[src/rtl/fpu_arb_pkg.sv]
// Shared types for the FPU memory-port arbiter and its round-robin picker.
package fpu_arb_pkg;

   localparam int unsigned FPU_ARB_NREQ = 4;

   typedef logic [1:0] req_idx_t;

   typedef enum logic [1:0] {
      IDLE  = 2'd0,
      ISSUE = 2'd1,
      RESP  = 2'd2
   } arb_state_t;

endpackage

[src/rtl/fpu_rr_picker.sv]
// Combinational round-robin picker: returns the first eligible index after
// the last-granted one, wrapping modulo NREQ.
module fpu_rr_picker
   import fpu_arb_pkg::*;
#(
   parameter int unsigned NREQ = FPU_ARB_NREQ
) (
   input  logic [NREQ-1:0] i_elig,
   input  req_idx_t        i_last,
   output req_idx_t        o_idx,
   output logic            o_found
);

   // Scan last+1 .. last+NREQ and take the first eligible requester.
   always_comb begin
      req_idx_t w_j;
      o_idx   = i_last;
      o_found = 1'b0;
      w_j     = '0;
      for (int unsigned k = 1; k <= NREQ; k++) begin
         w_j = req_idx_t'((32'(i_last) + k) % NREQ);
         if (!o_found && i_elig[w_j]) begin
            o_found = 1'b1;
            o_idx   = w_j;
         end
      end
   end

endmodule

[src/rtl/fpu_mem_arbiter.sv]
// Round-robin arbiter sharing one memory port among the FPU operand/result
// handles. Optional watchdog on the memory ack is enabled by FPU_ARB_WDOG_EN.
module fpu_mem_arbiter
   import fpu_arb_pkg::*;
#(
   parameter int unsigned NREQ        = FPU_ARB_NREQ,
   parameter int unsigned ADDR_W      = 32,
   parameter int unsigned DATA_W      = 32,
   parameter int unsigned WDOG_CYCLES = 64
) (
   input  logic                   clk,
   input  logic                   rst_l,
   input  logic [NREQ-1:0]        req_avail,
   input  logic [NREQ-1:0]        req_r_en,
   input  logic [NREQ-1:0]        req_w_en,
   input  logic [NREQ*ADDR_W-1:0] req_ptr,
   input  logic [NREQ*DATA_W-1:0] req_wdata,
   output logic [NREQ-1:0]        req_done,
   output logic [DATA_W-1:0]      rdata,
   output logic                   mem_req,
   output logic                   mem_we,
   output logic [ADDR_W-1:0]      mem_addr,
   output logic [DATA_W-1:0]      mem_wdata,
   input  logic                   mem_ack,
   input  logic [DATA_W-1:0]      mem_rdata,
   output logic                   busy,
   output logic [1:0]             grant_id,
   output logic                   err
);

   arb_state_t          r_state, w_state_nxt;
   req_idx_t            r_last, r_grant, w_pick;
   logic                w_found, w_timeout;
   logic [NREQ-1:0]     w_elig, w_grant_oh, r_done;
   logic                r_mem_req, r_mem_we, w_sel_we;
   logic [ADDR_W-1:0]   r_mem_addr, w_sel_ptr;
   logic [DATA_W-1:0]   r_mem_wdata, w_sel_wdata, r_rdata;

   assign w_elig = req_avail & (req_r_en | req_w_en);

   fpu_rr_picker #(.NREQ(NREQ)) u_pick (
      .i_elig  (w_elig),
      .i_last  (r_last),
      .o_idx   (w_pick),
      .o_found (w_found)
   );

   // Select the picked requester's operation, pointer and write data.
   always_comb begin
      w_sel_we    = 1'b0;
      w_sel_ptr   = '0;
      w_sel_wdata = '0;
      w_grant_oh  = '0;
      for (int unsigned i = 0; i < NREQ; i++) begin
         if (w_pick == req_idx_t'(i)) begin
            w_sel_we    = req_w_en[i];
            w_sel_ptr   = req_ptr[i*ADDR_W +: ADDR_W];
            w_sel_wdata = req_wdata[i*DATA_W +: DATA_W];
         end
         if (r_grant == req_idx_t'(i)) w_grant_oh[i] = 1'b1;
      end
   end

`ifdef FPU_ARB_WDOG_EN
   localparam int unsigned WDOG_W = $clog2(WDOG_CYCLES + 1);
   logic [WDOG_W-1:0] r_wdog;
   logic              r_err;

   assign w_timeout = (r_state == ISSUE) && !mem_ack &&
                      (r_wdog == WDOG_W'(WDOG_CYCLES - 1));

   // Count unacknowledged ISSUE cycles; flag a sticky error on expiry.
   always_ff @(posedge clk or negedge rst_l) begin
      if (!rst_l) begin
         r_wdog <= '0;
         r_err  <= 1'b0;
      end else begin
         if (r_state != ISSUE)
            r_wdog <= '0;
         else if (!mem_ack)
            r_wdog <= r_wdog + WDOG_W'(1);
         if (w_timeout)
            r_err <= 1'b1;
      end
   end

   assign err = r_err;
`else
   assign w_timeout = 1'b0;
   assign err       = 1'b0;
   // The watchdog limit has no effect in this build.
   if (WDOG_CYCLES == 0) begin : g_wdog_unused
   end
`endif

   // State register.
   always_ff @(posedge clk or negedge rst_l) begin
      if (!rst_l) r_state <= IDLE;
      else        r_state <= w_state_nxt;
   end

   // Next-state logic.
   always_comb begin
      w_state_nxt = r_state;
      unique case (r_state)
         IDLE:    if (w_found) w_state_nxt = ISSUE;
         ISSUE:   if (mem_ack || w_timeout) w_state_nxt = RESP;
         RESP:    w_state_nxt = IDLE;
         default: w_state_nxt = IDLE;
      endcase
   end

   // Registered grant bookkeeping, memory-side outputs and response.
   always_ff @(posedge clk or negedge rst_l) begin
      if (!rst_l) begin
         r_last      <= req_idx_t'(NREQ - 1);
         r_grant     <= '0;
         r_mem_req   <= 1'b0;
         r_mem_we    <= 1'b0;
         r_mem_addr  <= '0;
         r_mem_wdata <= '0;
         r_done      <= '0;
         r_rdata     <= '0;
      end else begin
         r_done <= '0;
         unique case (r_state)
            IDLE: begin
               if (w_found) begin
                  r_grant     <= w_pick;
                  r_last      <= w_pick;
                  r_mem_req   <= 1'b1;
                  r_mem_we    <= w_sel_we;
                  r_mem_addr  <= w_sel_ptr;
                  r_mem_wdata <= w_sel_wdata;
               end
            end
            ISSUE: begin
               if (mem_ack || w_timeout) begin
                  r_mem_req <= 1'b0;
                  r_done    <= w_grant_oh;
                  r_rdata   <= (mem_ack && !r_mem_we) ? mem_rdata : '0;
               end
            end
            RESP: r_rdata <= '0;
            default: ;
         endcase
      end
   end

   assign req_done  = r_done;
   assign rdata     = r_rdata;
   assign mem_req   = r_mem_req;
   assign mem_we    = r_mem_we;
   assign mem_addr  = r_mem_addr;
   assign mem_wdata = r_mem_wdata;
   assign grant_id  = r_grant;
   assign busy      = (r_state != IDLE);

endmodule

[config.mk]
export PLATFORM = sky130hd
export DESIGN_NAME = fpu_mem_arbiter
export DESIGN_NICKNAME = d
export VERILOG_FILES = /design/src/rtl/fpu_arb_pkg.sv /design/src/rtl/fpu_rr_picker.sv /design/src/rtl/fpu_mem_arbiter.sv
export SDC_FILE = /design/constraint.sdc
export NUM_CORES = 1
export LEC_CHECK = 0
export BUFFER_PORTS_ARGS = -buffer_cell sky130_fd_sc_hd__buf_2
export CORE_AREA = 2 2 157 159
export CTS_CLUSTER_DIAMETER = 200
export CTS_CLUSTER_SIZE = 10
export DETAILED_ROUTE_END_ITERATION = 8
export DIE_AREA = 0 0 159 161
export PLACE_DENSITY = 0.66
export SLEW_MARGIN = 40
export SYNTH_ARGS = -nofsm -noshare
export SYNTH_HDL_FRONTEND = slang
export SYNTH_SLANG_ARGS = --single-unit
[constraint.sdc]
create_clock -name clk -period 1.8 [get_ports clk]
set_input_delay 0.18 -clock clk [delete_from_list [all_inputs] [get_ports clk]]
set_output_delay 0.18 -clock clk [all_outputs]
set_load 0.03 [all_outputs]
==> metrics.csv <==
metric;value;unit
dieHeight;161;um
wl_per_cell;22.9;um
holdWs;31.8;ps
grt_first_pass_wirelength;56200;um
path_clk_slew;90;ps
period_needed;2080;ps
postRouteAntennaNets;0;
num_rows;57;
synthesis.nets;1358;
synth_area_leader_cell;dfrtp_1;
yosys.area.top_type_share;32.0;%
finClkSkew;20.1;ps
p_seq_share;19.1;%
wl_met1;16300;um
antenna_found_initial;15;
rsz0062_at_grt;yes;
placed_cells;1741;
gp_congestion;0.841;
setup_tns;-12500;ps
grt-ovfl-total;0;
ys_top_cells_by_count;140 x nand2_1, 106 x dfrtp_1, 96 x clkbuf_1;
start_util;34.5;%
synth_cell_types;44;
drc;0;
hpwlAfterDp;26200;um
hold_class;in2reg;
synth_seq_area_share;32.7;%
fin_ws;-283;ps
p_sw_share;51.3;%
area_growth;64.9;%
p_per_area;1630;mW/mm^2
synthCells;1055;
final_core_util;56.9;%
outcome;finished with violations;
cts.sinks;108;
avgViaCountPerCell;6.04;
wl_met2;20400;um
highest_layer;met5;
p_leak;5.95;nW
tightestPinTransition;538;ps
synthTopCellsByArea;dfrtp_1 32%, o221ai_1 6.9%, nand2_1 6.3%;
cts_tree;done;
cp.arrival;2330;ps
drv_cap;0;
dieArea;0.0256;sq mm
end_kind;register;
clockBufferDepth;2;
postLayoutCellArea;0.0136;sq mm
die_w;159;um
async_reset_ff_share;100;%
yosysWarnings;0;
violations;setup timing;
netlist_area;0.00828;sq mm
p_sw;11.4;mW
stdcell_count;1809;
setup_viol;68;
port-buffer-count;407;
clk_latency;380;ps
peakVddDrop;0.791;mV
hold_viol_final;0;
finalMaxSlewViolations;0;
met3_length;3140;um
cts_buffers;9;
syn_area_per_cell;7.85;sq um
path_class;reg2reg;
fmax;0.480;GHz
vias;10900;
ys_seq_elements;108;
maxSlewHeadroom;64.2;%
required;2050;ps
dpl_cell_area;0.0115;sq mm
grt_use_total;27.5;%
crit_fanout;26;
layout-drive-gt1-share;47.2;%
clock_power_share;10.0;%
core_area;0.0240;sq mm
crit_path_start_kind;register;
combPwrFrac;70.9;%
root_buffer;clkbuf_16;
finalWirelength;41500;um
cts_max_level;3;
drt_iter0_drc;958;
grt_pass1_vias;9969;
firstDrtPassIters;5;
p_int;10.8;mW
top_level_ports;409;
finalCritPeriodShare;116;%
layout.nets;1773;
synth_flop_cell;dfrtp_1;
yosysMostFrequentCell;nand2_1;
grt_start_max_net_pins;66;
synth_edf_count;0;
-- worst max-delay path, stage by stage (launching register included) --
cell and delay (ps):
dfstp_4 680, buf_6 130, o2bb2ai_1 70, a22o_2 280, buf_12 190, nor4_1 430
o31ai_1 130
-- sequential cells by signal (all words and copies together) (netlist names) --
signal and count:
req_done 4, grant_id 2, mem_addr 32, r_state 2
mem_wdata 32, mem_req 1, rdata 32, mem_we 1
r_last 2
-- kinds of logic after synthesis --
family          Yosys count  synth area share, %
compound gates          325                 30.5
buf+inv                 205                 10.5
other cells               1               0.0453
simple gates            416                 26.2
flops                   108                 32.7
-- final timing paths --
| check | from | to | slack (ps) | depth (start not counted) |
|---|---|---|---|---|
| worst max-delay path | r_last[1] | mem_addr[4] | -280 | 6 |
| worst min-delay path | mem_rdata[6] | rdata[6] | 30 | 2 |
| worst max register to register | r_last[1] | mem_addr[4] | -280 | 6 |
| worst min register to register | mem_addr[17] | mem_addr[17] | 480 | 2 |
| max in group asynchronous | rst_l | r_last[1] | 840 | 3 |
| min in group asynchronous | rst_l | mem_wdata[26] | 300 | 2 |
-- area by class of cell --
type | instances | area [sq um]
antenna | 10 | 25.0
clock buffer | 9 | 225
clock inverter | 7 | 88.8
fill | 2162 | 10300
inverter | 69 | 259
multi-input combinational | 742 | 5990
sequential | 108 | 2710
tap | 324 | 405
timing repair buffer | 540 | 3950
-- through the flow --
step                power, mW  setup slack (ps)
detailed placement       16.9              -297
CTS                      19.8              -190
finish                   22.2              -283
global route             23.4              -379
floorplan                12.4             -20.4
global placement         16.7              -283
-- repair_timing --
| action | in CTS | in global routing |
|---|---|---|
| gates resized for setup | 71 | 148 |
| hold endpoints to repair | 23 | 0 |
| setup endpoints to repair | 67 | 69 |
| hold buffers | 1 | 0 |
| setup buffers | 4 | 16 |
| pin swaps | 7 | 37 |
| cloned | 1 | 21 |
-- cells in the final DEF (no fill, tap or decap), types with 52 or more instances in the layout --
| cell type | count |
|---|---|
| buf_2 | 406 |
| buf_4 | 57 |
| dfrtp_1 | 106 |
| inv_1 | 68 |
| nand2_1 | 138 |
| nand2b_1 | 64 |
| nand4_1 | 65 |
| nor3_1 | 63 |
| o221ai_1 | 52 |
| o31ai_1 | 62 |
-- layer usage --
metal,up-vias,global-route usage [%]
met3,115,5.75
met1,5280,34.5
met4,10,11.5
met2,616,46.2
met5,-,0
li1,4899,-
-- power groups by stage --
stage               Combinational, mW  Sequential (mW)  Clock [mW]
detailed placement               12.6             4.30           0
CTS                              13.3             4.24        2.26
floorplan                        6.09             6.30           0
global route                     16.7             4.40        2.33
global placement                 12.4             4.26           0
finish                           15.8             4.26        2.22
(Power assumes the default switching activity.)
